===== src/rtl/adder_share_arbiter.sv =====
// adder_share_arbiter
// Shares one pipelined 8-operand adder among NUM_REQ requesters. A round-robin
// arbiter issues at most one operand bundle per cycle into the adder. A tag pipe
// matched to the adder latency steers each sum back to the requester that
// issued it. Disagreement between the tag pipe and the adder's valid output
// raises a sticky error.
//
// Ports:
//   clk, rst_n     rising-edge clock, synchronous active-low reset
//   enable         low blocks new grants; in-flight work still drains
//   req_valid      per-requester bundle valid
//   req_ops        NUM_REQ bundles of eight DATA_W operands (A = LSB slice)
//   req_ready      one-hot combinational grant
//   add_ops        registered operands A..H to the adder
//   add_valid      registered adder valid_input
//   add_result     adder sum (DATA_W+3 bits)
//   add_valid_out  adder valid_output
//   rsp_valid      registered one-hot result strobe
//   rsp_result     registered sum
//   inflight       bundles issued but not yet returned
//   idle           nothing in flight and no response pending
//   err            sticky valid-mismatch flag
//   issue_cnt      wrapping count of issued bundles
module adder_share_arbiter #(
    parameter int NUM_REQ   = 4,
    parameter int DATA_W    = 8,
    parameter int ADDER_LAT = 3
) (
    input  logic                             clk,
    input  logic                             rst_n,
    input  logic                             enable,
    input  logic [NUM_REQ-1:0]               req_valid,
    input  logic [NUM_REQ*8*DATA_W-1:0]      req_ops,
    output logic [NUM_REQ-1:0]               req_ready,
    output logic [8*DATA_W-1:0]              add_ops,
    output logic                             add_valid,
    input  logic [DATA_W+2:0]                add_result,
    input  logic                             add_valid_out,
    output logic [NUM_REQ-1:0]               rsp_valid,
    output logic [DATA_W+2:0]                rsp_result,
    output logic [$clog2(ADDER_LAT+3)-1:0]   inflight,
    output logic                             idle,
    output logic                             err,
    output logic [15:0]                      issue_cnt
);

    localparam int IDX_W = $clog2(NUM_REQ);
    localparam int CNT_W = $clog2(ADDER_LAT + 3);
    localparam int BUN_W = 8 * DATA_W;
    localparam int RES_W = DATA_W + 3;
    // Slot 0 is loaded together with add_valid; the last slot lines up with
    // add_valid_out for the same bundle (one cycle into the adder plus
    // ADDER_LAT cycles inside it).
    localparam int DEPTH = ADDER_LAT + 2;

    logic [IDX_W-1:0] r_ptr;
    logic [IDX_W-1:0] w_gnt_idx;
    logic [IDX_W-1:0] w_sel;
    logic             w_gnt_any;
    int               w_scan;

    // Round-robin grant: scan downward so the requester closest at or after
    // r_ptr is the last match and therefore the winner.
    always_comb begin
        w_gnt_any = 1'b0;
        w_gnt_idx = '0;
        w_scan    = 0;
        w_sel     = '0;
        req_ready = '0;
        if (rst_n && enable) begin
            for (int k = NUM_REQ - 1; k >= 0; k--) begin
                w_scan = (int'(r_ptr) + k) % NUM_REQ;
                w_sel  = IDX_W'(w_scan);
                if (req_valid[w_sel]) begin
                    w_gnt_any = 1'b1;
                    w_gnt_idx = w_sel;
                end
            end
            req_ready[w_gnt_idx] = w_gnt_any;
        end
    end

    // ---- issue stage: operands and valid registered toward the adder ----
    logic             r_add_valid;
    logic [BUN_W-1:0] r_add_ops;
    logic [15:0]      r_issue_cnt;

    always_ff @(posedge clk) begin
        if (!rst_n) begin
            r_add_valid <= 1'b0;
            r_add_ops   <= '0;
            r_ptr       <= '0;
            r_issue_cnt <= '0;
        end else begin
            r_add_valid <= w_gnt_any;
            if (w_gnt_any) begin
                r_add_ops   <= req_ops[w_gnt_idx*BUN_W +: BUN_W];
                r_issue_cnt <= r_issue_cnt + 16'd1;
                r_ptr       <= (int'(w_gnt_idx) == NUM_REQ - 1) ? '0 : w_gnt_idx + IDX_W'(1);
            end
        end
    end

    // ---- tag pipe: requester index travels alongside the adder pipeline ----
    logic [DEPTH-1:0] r_tag_vld_p;
    logic [IDX_W-1:0] r_tag_idx_p [DEPTH];
    logic             w_exit_vld;
    logic [IDX_W-1:0] w_exit_idx;
    logic             w_retire;

    always_ff @(posedge clk) begin
        if (!rst_n) begin
            r_tag_vld_p <= '0;
            for (int s = 0; s < DEPTH; s++) begin
                r_tag_idx_p[s] <= '0;
            end
        end else begin
            r_tag_vld_p    <= {r_tag_vld_p[DEPTH-2:0], w_gnt_any};
            r_tag_idx_p[0] <= w_gnt_idx;
            for (int s = 1; s < DEPTH; s++) begin
                r_tag_idx_p[s] <= r_tag_idx_p[s-1];
            end
        end
    end

    assign w_exit_vld = r_tag_vld_p[DEPTH-1];
    assign w_exit_idx = r_tag_idx_p[DEPTH-1];
    // A bundle stops counting as in flight once its tag reaches the exit slot,
    // where it meets the adder output and becomes a pending response.
    assign w_retire   = r_tag_vld_p[DEPTH-2];

    logic [CNT_W-1:0] r_inflight;

    always_ff @(posedge clk) begin
        if (!rst_n) begin
            r_inflight <= '0;
        end else if (w_gnt_any && !w_retire) begin
            r_inflight <= r_inflight + CNT_W'(1);
        end else if (!w_gnt_any && w_retire) begin
            r_inflight <= r_inflight - CNT_W'(1);
        end
    end

    // ---- response stage: route sum to the tagged requester ----
    logic [NUM_REQ-1:0] r_rsp_valid;
    logic [RES_W-1:0]   r_rsp_result;
    logic               r_err;

    always_ff @(posedge clk) begin
        if (!rst_n) begin
            r_rsp_valid  <= '0;
            r_rsp_result <= '0;
            r_err        <= 1'b0;
        end else begin
            r_rsp_valid <= '0;
            if (add_valid_out && w_exit_vld) begin
                r_rsp_valid[w_exit_idx] <= 1'b1;
                r_rsp_result            <= add_result;
            end
            // Result without a tag, or tag without a result: neither responds.
            if (add_valid_out != w_exit_vld) begin
                r_err <= 1'b1;
            end
        end
    end

    assign add_valid  = r_add_valid;
    assign add_ops    = r_add_ops;
    assign rsp_valid  = r_rsp_valid;
    assign rsp_result = r_rsp_result;
    assign inflight   = r_inflight;
    assign err        = r_err;
    assign issue_cnt  = r_issue_cnt;
    assign idle       = (r_inflight == '0) && !w_exit_vld && !(|r_rsp_valid);

endmodule


===== config.mk =====
export PLATFORM = sky130hd
export DESIGN_NAME = adder_share_arbiter
export DESIGN_NICKNAME = d
export VERILOG_FILES = /design/src/rtl/adder_share_arbiter.sv
export SDC_FILE = /design/constraint.sdc
export NUM_CORES = 1
export LEC_CHECK = 0
export CORE_AREA = 2 2 148 150
export CTS_BUF_LIST = sky130_fd_sc_hd__clkbuf_16
export CTS_CLUSTER_SIZE = 10
export DETAILED_ROUTE_END_ITERATION = 7
export DIE_AREA = 0 0 150 152
export PLACE_DENSITY = 0.78
export SKIP_CTS_REPAIR_TIMING = 1
export SYNTH_ARGS = -nofsm -noshare
export SYNTH_HDL_FRONTEND = slang
export SYNTH_SLANG_ARGS = --single-unit

===== constraint.sdc =====
create_clock -name clk -period 6 [get_ports clk]
set_clock_uncertainty 0.1 [all_clocks]
set_input_delay 0.6 -clock clk [delete_from_list [all_inputs] [get_ports clk]]
set_output_delay 0.6 -clock clk [all_outputs]
set_load 0.02 [all_outputs]

Word level (Yosys, flattened, before mapping)
Memories as Yosys holds them, arrays and structs flattened.
Cells that the tools add are included.

word-level totals
  register bits = 107
  logic and storage cells = 85
  RAM bits = 10
  bits of input ports = 275
  memory bits (read-only) = 0
  output and inout bits = 105
  latch bits = 0
  memories kept = 1

operators by class
  divide/modulo/power cells = 0
  bitwise operators = 6
  shifts and indexed selects = 1
  equality and inequality tests = 2
  multiply operators = 0
  muxes and demuxes = 35
  magnitude comparators = 8
  reductions and logical operators = 16
  $add $sub $neg = 7

memories
  memory       words  bits a word  rd ports  clocked after memory_dff  wr ports  RTL line  text
  r_tag_idx_p  5      2            5         0                         5         106       logic [IDX_W-1:0] r_tag_idx_p [DEPTH];

operators with widths
  operator                                                                              number
  256-bit by 9-bit indexed part select with 64-bit output                               1
  2-bit 2-to-1 mux                                                                      12
  2-bit by 3-bit < comparator with 1-bit output (second input constant)                 6
  16-bit by 1-bit adder with 16-bit output (second input constant)                      1
  1-bit 2-to-1 mux                                                                      14
  1-bit binary-select mux with 2-bit select                                             4
  1-bit logical AND                                                                     8
  3-bit 2-to-1 mux                                                                      2
  1-bit bitwise OR                                                                      5
  2-bit by 1-bit adder with 2-bit output (second input constant)                        2
  2-bit adder (second input constant)                                                   2
  4-bit bitwise AND                                                                     1
  1-bit demux with 2-bit select                                                         2
  2-bit by 1-bit greater-or-equal comparator with 1-bit output (second input constant)  2
  1-bit logical NOT                                                                     4
  4-bit 2-to-1 mux                                                                      1
  4-bit OR reduction                                                                    1
  3-bit by 1-bit adder with 3-bit output (second input constant)                        1
  3-bit logical NOT                                                                     1
  3-bit by 1-bit subtractor with 3-bit output (second input constant)                   1
  2-bit by 1-bit equality test with 1-bit output (second input constant)                1
  2-bit AND reduction                                                                   1
  2-bit nonzero test                                                                    1
  1-bit inequality test                                                                 1

Logic depth before layout (Yosys ltp)
Gate-level depths: netlist of run 1.

  depth in word-level cells = 14
  mapped depth = 10
  gate-level depth less buffers = 9

Worst setup path before layout of run 1
No wires, ideal clock.

  path type = input -> register
  from = input port req_valid[0]
  to = register r_inflight[2], in the netlist inflight[2]
  cell stages on the path = 10
  setup slack = 3.211 ns
  data required time = 5.824 ns
  arrival = 2.614 ns
  path through = nor4_1 nand2b_1 inv_2 clkbuf_1 ha_1 inv_1 fa_1 xor2_1 or3_1 a21boi_0

between the ends
  cells in the longest elaborated chain, start to end = 11
  elaborated cells on any way between the ends = 19

RTL lines
  item                                       RTL line  text
  start: declaration                         32        input logic [NUM_REQ-1:0] req_valid,
  1-bit binary-select mux with 2-bit select  74        if (req_valid[w_sel]) begin
  1-bit 2-to-1 mux (not written as such)     74
  1-bit 2-to-1 mux (3 in series)             74
  1-bit 2-to-1 mux (*)                       74
  1-bit 2-to-1 mux (*) (2 in series)         70        if (rst_n && enable) begin
  net w_gnt_any                              59        logic w_gnt_any;
  1-bit logical NOT                          139       end else if (!w_gnt_any && w_retire) begin
  1-bit logical AND                          139
  2-bit nonzero test (no source line)        -
  end signal: assignment                     138       r_inflight <= r_inflight + CNT_W'(1);
  end signal: assignment                     140       r_inflight <= r_inflight - CNT_W'(1);
  end: declaration                           132       logic [CNT_W-1:0] r_inflight;

Mark *: on every way through the listed nets, which the timed path passes. The rest lies on a longest branch. The select of a mux whose other input is x is not followed.
A chain may end at the register's enable or synchronous reset.

Worst setup path in the final report of run 1
  from = input port req_valid[1]
  to = output port req_ready[0]

between the ends
  cells in the longest elaborated chain, start to end = 13
  elaborated cells on any way between the ends = 25

RTL lines
  item                                                                                                                                                 RTL line  text
  1-bit binary-select mux with 2-bit select                                                                                                            74
  1-bit 2-to-1 mux (not written as such)                                                                                                               74
  2-bit 2-to-1 mux (4 in series)                                                                                                                       74
  2-bit 2-to-1 mux                                                                                                                                     70
  2-bit by 3-bit < comparator with 1-bit output (not written as such) or 2-bit by 1-bit greater-or-equal comparator with 1-bit output (tied branches)  79        req_ready[w_gnt_idx] = w_gnt_any;
  1-bit logical AND (not written as such)                                                                                                              79
  1-bit 2-to-1 mux (not written as such)                                                                                                               79
  1-bit demux with 2-bit select                                                                                                                        79
  4-bit bitwise AND (no source line) (*)                                                                                                               -
  4-bit 2-to-1 mux (*)                                                                                                                                 70
  end: declaration                                                                                                                                     34        output logic [NUM_REQ-1:0] req_ready,

Every way passes the cells marked *; elsewhere a longest branch is shown, timed or not. The select of a mux whose other input is x is not followed.

==> results of run 1 <==
[power by group]
part / switching [mW] / internal [mW] / total [mW] / leakage [nW]
clock: 0.365 / 0.606 / 0.970 / 0.275
combinational: 0.311 / 0.332 / 0.644 / 2.49
sequential: 0.0322 / 0.826 / 0.858 / 0.956
total: 0.708 / 1.76 / 2.47 / 3.72
[worst paths after layout]
kind	startpoint	endpoint	depth (start not counted)
worst max-delay path	req_valid[1]	req_ready[0]	8
worst min-delay path	r_tag_idx_p[0][1]$_SDFF_PN0_	r_tag_idx_p[0][3]$_SDFF_PN0_	1
worst max register to register	r_ptr[0]$_SDFFE_PN0P_	r_ptr[0]$_SDFFE_PN0P_	8
worst min register to register	r_tag_idx_p[0][1]$_SDFF_PN0_	r_tag_idx_p[0][3]$_SDFF_PN0_	1
[state kept, by name, indices dropped and copies added (netlist names)]
name,count
inflight,3
r_ptr,2
r_tag_vld_p,5
err,1
rsp_result,11
rsp_valid,4
r_tag_idx_p,10
issue_cnt,16
add_ops,64
[synth_stat cells, drive strengths merged (3+ instances only)]
cell    count  area (um^2)
o21ai      70          350
a31oi      64          400
xnor2       9         78.8
and2       27          169
nor2        6         22.5
or4         3         26.3
nand3     134          671
dfxtp     116         2320
clkbuf     66          248
buf        32          168
inv        10         37.5
nor3        5         25.0
a21o       64          480
ha          4         50.1
nor4        4         37.5
a21oi      67          339
mux2i      12          120
nand2      11         41.3
xor2        6         52.6
nor2b      17          106
nand4       5         31.3
a311oi     64          561
[worst register-to-register path, cell delays in order, from the launching register on]
cell and delay [ns]:
dfxtp_1 0.38, nor2b_1 0.11, or4_4 0.85, a21oi_4 0.27, buf_4 0.65, ha_1 0.27
nor2_1 0.05, a22oi_1 0.16, nor2b_1 0.07
[logic make-up after synthesis]
logic type                 share of synthesized area [%]
adders and majority gates                           1.08
muxes                                               1.85
buffers and inverters                               6.97
xor gates and xnor gates                            2.02
DFF                                                 35.8
AOI/OAI and AO/OA                                   33.8
and+or+nand+nor                                     18.5
[layout make-up]
cell class	instances	area (um^2)	share of cell area (%)
clock buffer	17	425	3.89
clock inverter	15	143	1.31
inverter	10	37.5	0.343
multi-input combinational	591	3780	34.6
sequential	116	2320	21.2
tap	280	350	3.21
timing repair buffer	390	3870	35.4
[metal layers]
| metal | global-route usage (%) | vias up | wire length, um |
|---|---|---|---|
| li1 | - | 3715 | - |
| met3 | 5.71 | 69 | 2230 |
| met4 | 10.2 | 0 | 971 |
| met2 | 39.0 | 407 | 12900 |
| met5 | 0 | - | 0 |
| met1 | 26.4 | 3723 | 10500 |
[layout by cell type, fill, tap and decap left out, types with 2 or more instances in the layout]
cell type / n
a21o_1: 64
dfxtp_1: 116
a21boi_0: 2
o21ai_0: 70
nor2_1: 5
clkinvlp_4: 4
inv_1: 11
clkinv_4: 2
mux2i_1: 12
nor2b_1: 17
nor4_2: 2
and2_1: 27
or3_1: 2
and3_1: 2
ha_1: 4
bufinv_16: 2
nand3_1: 133
a311oi_1: 64
clkinv_2: 3
or4_1: 2
xor2_1: 6
clkdlybuf4s50_1: 378
nand4_1: 5
nor3_1: 5
clkbuf_16: 17
nand2_1: 9
xnor2_1: 9
a21oi_1: 66
nor3b_1: 2
a31oi_1: 64
buf_4: 12
==> results.md, run 1 <==
* Outcome: finished, final reports clean
* Post-placement cell count at 1387
* Placed instance area at 0.0104 mm^2
* Final count of negative-setup-slack endpoints at 0
* RSZ-0062 raised after global routing: false
* Clock buffers created by TritonCTS at 17
* Via/cell ratio at 5.58
* FFs w/ async S/R, synth at 0%
* Power per cell area at 226 mW/mm^2
* Synth Cell Area at 0.00649 mm^2
* Sum of negative setup slack at 0 ns
* Htree depth at 4
* Mapped Avg Cell Area at 7.97 um^2
* Setup slack on the worst flop-to-flop path at 2.98 ns
* Number of hold-slack violations in the final timing report at 0
* Post-synthesis sequential area ratio at 35.8%
* Cell type group with the largest total delay on the critical path: buffers and inverters
* Total power draw at 2.47 mW
* Worst setup EP type: output pin
* Clock-pin transition on the worst setup and hold timing paths at 0.05 ns
* Max Transition Viols Final at 0
* Worst Slack Setup Final at 1.60 ns
* CP Data Required Time at 5.30 ns
* Worst-Margin Slew at 1.08 ns
* Ordered cell list for the critical path: clkdlybuf4s50_1, o21ai_0, a211oi_4, buf_4, nor2_4, nand2_1, a21oi_1, clkdlybuf4s50_1
* Warning count from the yosys run at 0
* Post-route cell area at 0.0109 mm^2
* I/O pin count at 380
* Via count of the first global-routing pass at 7757
* Minimum hold slack at 0.331 ns
* GRT overflow at 0
* Crit path time final at 4.40 ns
* Syn_nets at 1095
* Average detailed-routed wire length per instance at 18.7 um
* Port bufs at 379
* Area enclosed by the die boundary at 0.0228 mm^2
* Count of flip-flops with a built-in enable after synthesis at 0
* Maximum number of pins on one net before global-route repair at 113
* IR drop worst, VDD at 153 uV
* Critical path's most frequent cell: clkdlybuf4s50_1
* Initial antenna violation count at 0
* Detailed Routing Iterations Pass 1 at 5
* Worst setup SP type: primary input
* GRT Util Overall at 22.7%
* DRC viols at 0
* Filler cell count in the final layout at 2019
* Commonest register cell after synthesis: dfxtp_1
* Synth-to-Final Area Change at 68.3%
* Wirelength, routed at 26.6 mm
* Critical path type: in2out
* Number of buffers and inverters on the critical path at 3
* Finished Layout Cells at 1419
* Number of placement rows at 54
* # diodes at 0
* Post-DRT Antenna Nets at 0
* Slowest-stage cell, CP: nor2_4
* Part of the cycle the worst path needs at 73.4%
* Final net count at 1406
* Detailed Route Iter0 Violations at 401
* Largest fanout of any net on the critical path at 65
* Number of vias after detailed routing at 7914
* Clock tree buffer depth at 2
* Cell at the root of the clock tree: clkbuf_16
* Routability Congestion at 0.839
* Max-cap violations at 0
* LEAKAGE at 3.72 nW
* DIE HEIGHT at 152 um
* Rel. slew slack at 27.9%
* Die extent in x at 150 um
* Number of instances in the synthesized netlist at 815
* Data arrival, critical path at 3.70 ns
* Synth Register Bits at 116
* Global-route wire length before repair at 41.5 mm
* Distinct cell type count after synthesis at 43
* Class of the tightest hold or removal check: reg2reg
* Clock sink count at 116
* HPWL reported at the end of detailed placement at 18.3 mm
* Fraction of layout instances using a drive strength above 1 at 4.74%
* Final Util at 51.2%
* Delay of the slowest cell on the worst path at 0.73 ns
* Clock tree from TritonCTS: built
* Initial standard-cell utilization of the core at 30.4%
* Setup Slack @ Placement at 1.65 ns
* Std-Cell Core Area at 0.0214 mm^2
* Worst-Skew Late Latency at 0.40 ns
* Timing-limited maximum frequency at 0.227 GHz
Power figures use the tool's default switching activity.
==> run 2: changes to the inputs <==
- PLACE_DENSITY: 0.78 -> 0.81
- clock period: 6 -> 3.8 ns (I/O delays scaled with it)
==> results.md, run 2 (synthesis results as in run 1) <==
* Outcome: finished, final reports clean
* CP Data Required Time at 3.32 ns (-1.98 ns)
* Worst setup EP type: output pin
* I/O pin count at 380 (unchanged)
* Cell at the root of the clock tree: clkbuf_16
* Filler cell count in the final layout at 2058 (+1.9%)
* Average detailed-routed wire length per instance at 19.2 um (+2.3%)
* Port bufs at 379 (unchanged)
* Slowest-stage cell, CP: clkdlybuf4s50_1
* Htree depth at 4 (unchanged)
* Worst setup SP type: primary input
* Largest fanout of any net on the critical path at 19 (-71%)
* Final count of negative-setup-slack endpoints at 0 (unchanged)
* Timing-limited maximum frequency at 0.318 GHz
* Detailed Routing Iterations Pass 1 at 5 (unchanged)
* # diodes at 0 (unchanged)
* Sequential cell area at 0.00232 mm^2 (unchanged)
* Max reg flops at 64 (unchanged)
* Via/cell ratio at 5.66 (+1.5%)
* Clock tree from TritonCTS: built
* Most frequent cells in the layout: clkdlybuf4s50_1, nand3_1, dfxtp_1
* Initial standard-cell utilization of the core at 30.4% (unchanged)
* Cell internal pwr at 2.73 mW (+55%)
* Fraction of layout instances using a drive strength above 1 at 5.32% (+0.58 points)
* Max Transition Viols Final at 0 (unchanged)
* Sequential power share at 35.0% (+0.3 points)
* Sum of negative setup slack at 0 ns (unchanged)
* Most common library cell in the layout ignoring fill and taps: clkdlybuf4s50_1
* Clock buffers created by TritonCTS at 17 (unchanged)
* Class of the tightest hold or removal check: reg2reg
* Switch share at 29.6% (+0.98 points)
* Worst-Skew Late Latency at 0.40 ns (about the same)
* Post-placement cell count at 1395 (+0.58%)
* Critical path's most frequent cell: clkdlybuf4s50_1
* Max-cap violations at 0 (unchanged)
* HPWL reported at the end of detailed placement at 19.1 mm (+4.7%)
* GRT Util Overall at 23.0% (+0.29 points)
* Delay of the slowest cell on the worst path at 0.65 ns (-0.08 ns)
* Number of hold-slack violations in the final timing report at 0 (unchanged)
* Routability Congestion at 0.893 (+6.4%)
* IR drop worst, VDD at 249 uV (+63%)
* Number of placement rows at 54 (unchanged)
* Area enclosed by the die boundary at 0.0228 mm^2 (unchanged)
* Via count of the first global-routing pass at 7734 (-0.30%)
* Synth-to-Final Area Change at 69.0%
* Worst-Margin Slew at 0.827 ns (-0.254 ns)
* Critical path type: in2out
* Clock-pin transition on the worst setup and hold timing paths at 0.06 ns (about the same)
* RSZ-0062 raised after global routing: false
* GRT overflow at 0 (unchanged)
* Rel. slew slack at 44.8% (+17 points)
* Combinational cell fraction of total power at 26.6% (+0.6 points)
* Initial antenna violation count at 0 (unchanged)
* DIE HEIGHT at 152 um (unchanged)
* Data arrival, critical path at 2.67 ns (-1.03 ns)
* Detailed Route Iter0 Violations at 661 (+65%)
* Crit path time final at 3.15 ns
* Ordered cell list for the critical path: clkdlybuf4s50_1, nor2b_1, o21bai_1, nand2_4, nor3_1, clkdlybuf4s50_1
* Maximum number of pins on one net before global-route repair at 80 (-29%)
* Std-Cell Core Area at 0.0214 mm^2 (unchanged)
* Clock sink count at 116 (unchanged)
* Area used by multi-input combinational logic at 0.00378 mm^2 (unchanged)
* Global-route wire length before repair at 41.5 mm (+0.18%)
* DRC viols at 0 (unchanged)
* Number of vias after detailed routing at 8078 (+2.1%)
* Finished Layout Cells at 1427 (+0.56%)
* Part of the cycle the worst path needs at 82.8%
* Die extent in x at 150 um (unchanged)
* Final net count at 1414 (+0.57%)
* P_sw at 1.15 mW (+62%)
* Power per cell area at 353 mW/mm^2 (+56%)
* Clock tree buffer depth at 2 (unchanged)
* Wirelength, routed at 27.4 mm (+2.9%)
* Post-DRT Antenna Nets at 0 (unchanged)
* LEAKAGE at 3.75 nW (+0.75%)
* Clock share of power at 38.4% (-0.8 points)
[run 2: power by group through the flow]
stage                     clock network, mW  registers, mW  logic (mW)
after detailed placement                  0           1.38        1.02
after global routing                   1.59           1.36        1.10
after CTS                              1.52           1.36        1.03
after global placement                    0           1.38        1.02
final                                  1.49           1.36        1.03
after floorplan                           0           1.47       0.355
[run 2: worst max-delay path: cells and delay by family]
kind / cells / cell delay, ns
compound gates: 1 / 0.34
buf+inv: 2 / 1.18
simple gates: 3 / 0.76
[run 2: stage by stage]
step	total power [mW]	setup slack, ns	hold slack (ns)	util (%)	area (um^2)
CTS	3.91	0.639	0.333	51.4	11000
floorplan	1.83	1.23	0.312	-	6490
global placement	2.39	0.708	0.313	48.9	10400
finish	3.87	0.652	0.330	51.4	11000
global route	4.05	0.541	0.341	51.4	11000
detailed placement	2.40	0.585	0.321	48.9	10400
[run 2: final timing paths]
path	start	endpoint	slack (ns)	depth (start not counted)
max	req_valid[0]	req_ready[3]	0.65	6
min	r_tag_idx_p[0][3]$_SDFF_PN0_	r_tag_idx_p[0][5]$_SDFF_PN0_	0.33	1
max reg2reg	r_ptr[1]$_SDFFE_PN0P_	add_ops[9]$_SDFFE_PN0P_	1.22	7
min reg2reg	r_tag_idx_p[0][3]$_SDFF_PN0_	r_tag_idx_p[0][5]$_SDFF_PN0_	0.33	1
[run 2: per-layer routing]
| metal | GRT usage [%] | wire, um | vias up |
|---|---|---|---|
| li1 | - | - | 3735 |
| met1 | 27.6 | 10700 | 3824 |
| met2 | 38.9 | 13200 | 441 |
| met3 | 5.26 | 2430 | 78 |
| met4 | 10.2 | 1020 | 0 |
| met5 | 0 | 0 | - |
[run 2: layout make-up]
cell class              instances  area share, %
flip-flops and latches        116           21.2
repair buffers                398           36.0
clock inverters                15           1.06
clock buffers                  17           3.88
inverters                      10          0.342
well taps                     280           3.19
multi-input cells             591           34.4
==> run 3: changes to the inputs <==
- CORE_AREA: 2 2 148 150 -> 2 2 149 151
- DIE_AREA: 0 0 150 152 -> 0 0 151 153
- PLACE_DENSITY: 0.81 -> 0.78
- clock period: 3.8 -> 3.2 ns (I/O delays scaled with it)
==> results.md, run 3 (synthesis results as in run 1) <==
* Synth-to-Final Area Change at 70.0%
* Worst setup EP type: output pin
* Clock tree from TritonCTS: built
* Filler cell count in the final layout at 2032 (-1.3%)
* Class of the tightest hold or removal check: reg2reg
* IR drop worst, VDD at 295 uV (+18%)
* GRT overflow at 0 (unchanged)
* Largest fanout of any net on the critical path at 5 (-14)
* LEAKAGE at 3.78 nW (+0.83%)
* CP Data Required Time at 2.78 ns (-0.54 ns)
* Fraction of layout instances using a drive strength above 1 at 5.57% (+0.25 points)
* Initial standard-cell utilization of the core at 30.2% (-0.19 points)
* Htree depth at 4 (unchanged)
* RSZ-0062 raised after global routing: false
* Most frequent cells in the layout: clkdlybuf4s50_1, nand3_1, dfxtp_1
* Timing-limited maximum frequency at 0.340 GHz
* Sum of negative setup slack at 0 ns (unchanged)
* Power per cell area at 427 mW/mm^2 (+21%)
* Minimum hold slack at 0.322 ns (-0.00761 ns)
* Worst-Margin Slew at 0.859 ns (+0.0321 ns)
* Wirelength, routed at 29.1 mm (+6.5%)
* Final count of negative-setup-slack endpoints at 0 (unchanged)
* Area enclosed by the die boundary at 0.0231 mm^2 (+1.3%)
* Routability Congestion at 0.879 (-1.5%)
* Max reg flops at 64 (unchanged)
* Number of placement rows at 54 (unchanged)
* Port bufs at 379 (unchanged)
* Critical path type: in2out
* Max-cap violations at 0 (unchanged)
* Detailed Routing Iterations Pass 1 at 5 (unchanged)
* Data arrival, critical path at 2.52 ns (-0.15 ns)
* DIE HEIGHT at 153 um (+0.66%)
* Most common library cell in the layout ignoring fill and taps: clkdlybuf4s50_1
* Part of the cycle the worst path needs at 91.9%
* Initial antenna violation count at 0 (unchanged)
* Number of vias after detailed routing at 8128 (+0.62%)
* Worst Setup SP: req_valid[1]
* Global-route wire length before repair at 43.2 mm (+4.0%)
* I/O pin count at 380 (unchanged)
* Via count of the first global-routing pass at 7948 (+2.8%)
* Clock tree buffer depth at 2 (unchanged)
* Worst setup SP type: primary input
* Clock-pin transition on the worst setup and hold timing paths at 0.06 ns (about the same)
* Outcome: finished, final reports clean
* Die extent in x at 151 um (+0.67%)
* Rel. slew slack at 42.7% (-2.1 points)
* Std-Cell Core Area at 0.0215 mm^2 (+0.63%)
* # diodes at 0 (unchanged)
* Beginning of the worst register-to-register path: r_ptr[1]$_SDFFE_PN0P_
* Clock sink count at 116 (unchanged)
* Total power draw at 4.71 mW (+22%)
* Beginning of the worst hold path: r_tag_idx_p[0][7]$_SDFF_PN0_
* Average detailed-routed wire length per instance at 20.4 um (+6.4%)
* Maximum number of pins on one net before global-route repair at 76 (-5.0%)
* Max Transition Viols Final at 0 (unchanged)
* Number of hold-slack violations in the final timing report at 0 (unchanged)
* Final net count at 1416 (+0.14%)
* DRC viols at 0 (unchanged)
* HPWL reported at the end of detailed placement at 19.6 mm (+2.5%)
* Clock buffers created by TritonCTS at 17 (unchanged)
* Detailed Route Iter0 Violations at 618 (-6.5%)
* Crit path time final at 2.94 ns
* Post-DRT Antenna Nets at 0 (unchanged)
* GRT Util Overall at 23.9% (+0.88 points)
* Cell at the root of the clock tree: clkbuf_16
* Worst-Skew Late Latency at 0.41 ns (about the same)
* Via/cell ratio at 5.69 (+0.48%)
==> run 3: cell types whose count changed in the layout (fill, tap and decap cells not counted), sizes merged <==
cell      delta
buf          +2
inv          +1
bufinv       +1
clkinvlp     +1
clkinv       -3
==> run 3: final timing paths <==
kind,endpoint,slack (ns),cells past startpoint
setup / recovery,req_ready[1],0.26,6
hold / removal,r_tag_idx_p[0][9]$_SDFF_PN0_,0.32,1
setup reg to reg,add_ops[30]$_SDFFE_PN0P_,0.79,6
hold reg to reg,r_tag_idx_p[0][9]$_SDFF_PN0_,0.32,1
==> run 3: worst max-delay path, cell delays in order <==
cell	delay (ns)
clkdlybuf4s50_1	0.56
nor2_1	0.12
or4_4	0.55
a21oi_4	0.19
and2_1	0.16
clkdlybuf4s50_1	0.63
==> run 3: layout make-up <==
cell class	instances	area (um^2)	share of cell area (%)
timing repair buffer	400	3990	36.1
multi-input combinational	591	3780	34.2
inverter	10	37.5	0.340
sequential	116	2320	21.0
clock buffer	17	425	3.85
tap	280	350	3.17
clock inverter	15	141	1.28
==> run 3: per-layer routing <==
| metal | global-route usage (%) | part of all wire, % | vias up |
|---|---|---|---|
| met2 | 41.3 | 48 | 490 |
| met4 | 11.1 | 3.7 | 0 |
| met3 | 6.45 | 10 | 71 |
| met5 | 0 | 0 | - |
| li1 | - | - | 3739 |
| met1 | 27.1 | 38 | 3828 |
==> run 3: power by group <==
part / internal (mW) / switching, mW / leakage (nW)
Combinational: 0.637 / 0.602 / 2.56
Sequential: 1.55 / 0.0623 / 0.956
Clock: 1.14 / 0.727 / 0.272
Total: 3.32 / 1.39 / 3.78
==> run 3: metrics by stage <==
stage          cell area, um^2  setup WS (ns)  utilization, %  instances
6_report                 11000          0.258            51.4       1429
2_1_floorplan             6490          0.691               -        815
5_1_grt                  11000          0.136            51.4       1429
4_1_cts                  11000          0.252            51.4       1429
3_5_place_dp             10500          0.254            48.7       1397
3_3_place_gp             10500          0.300            48.7       1397
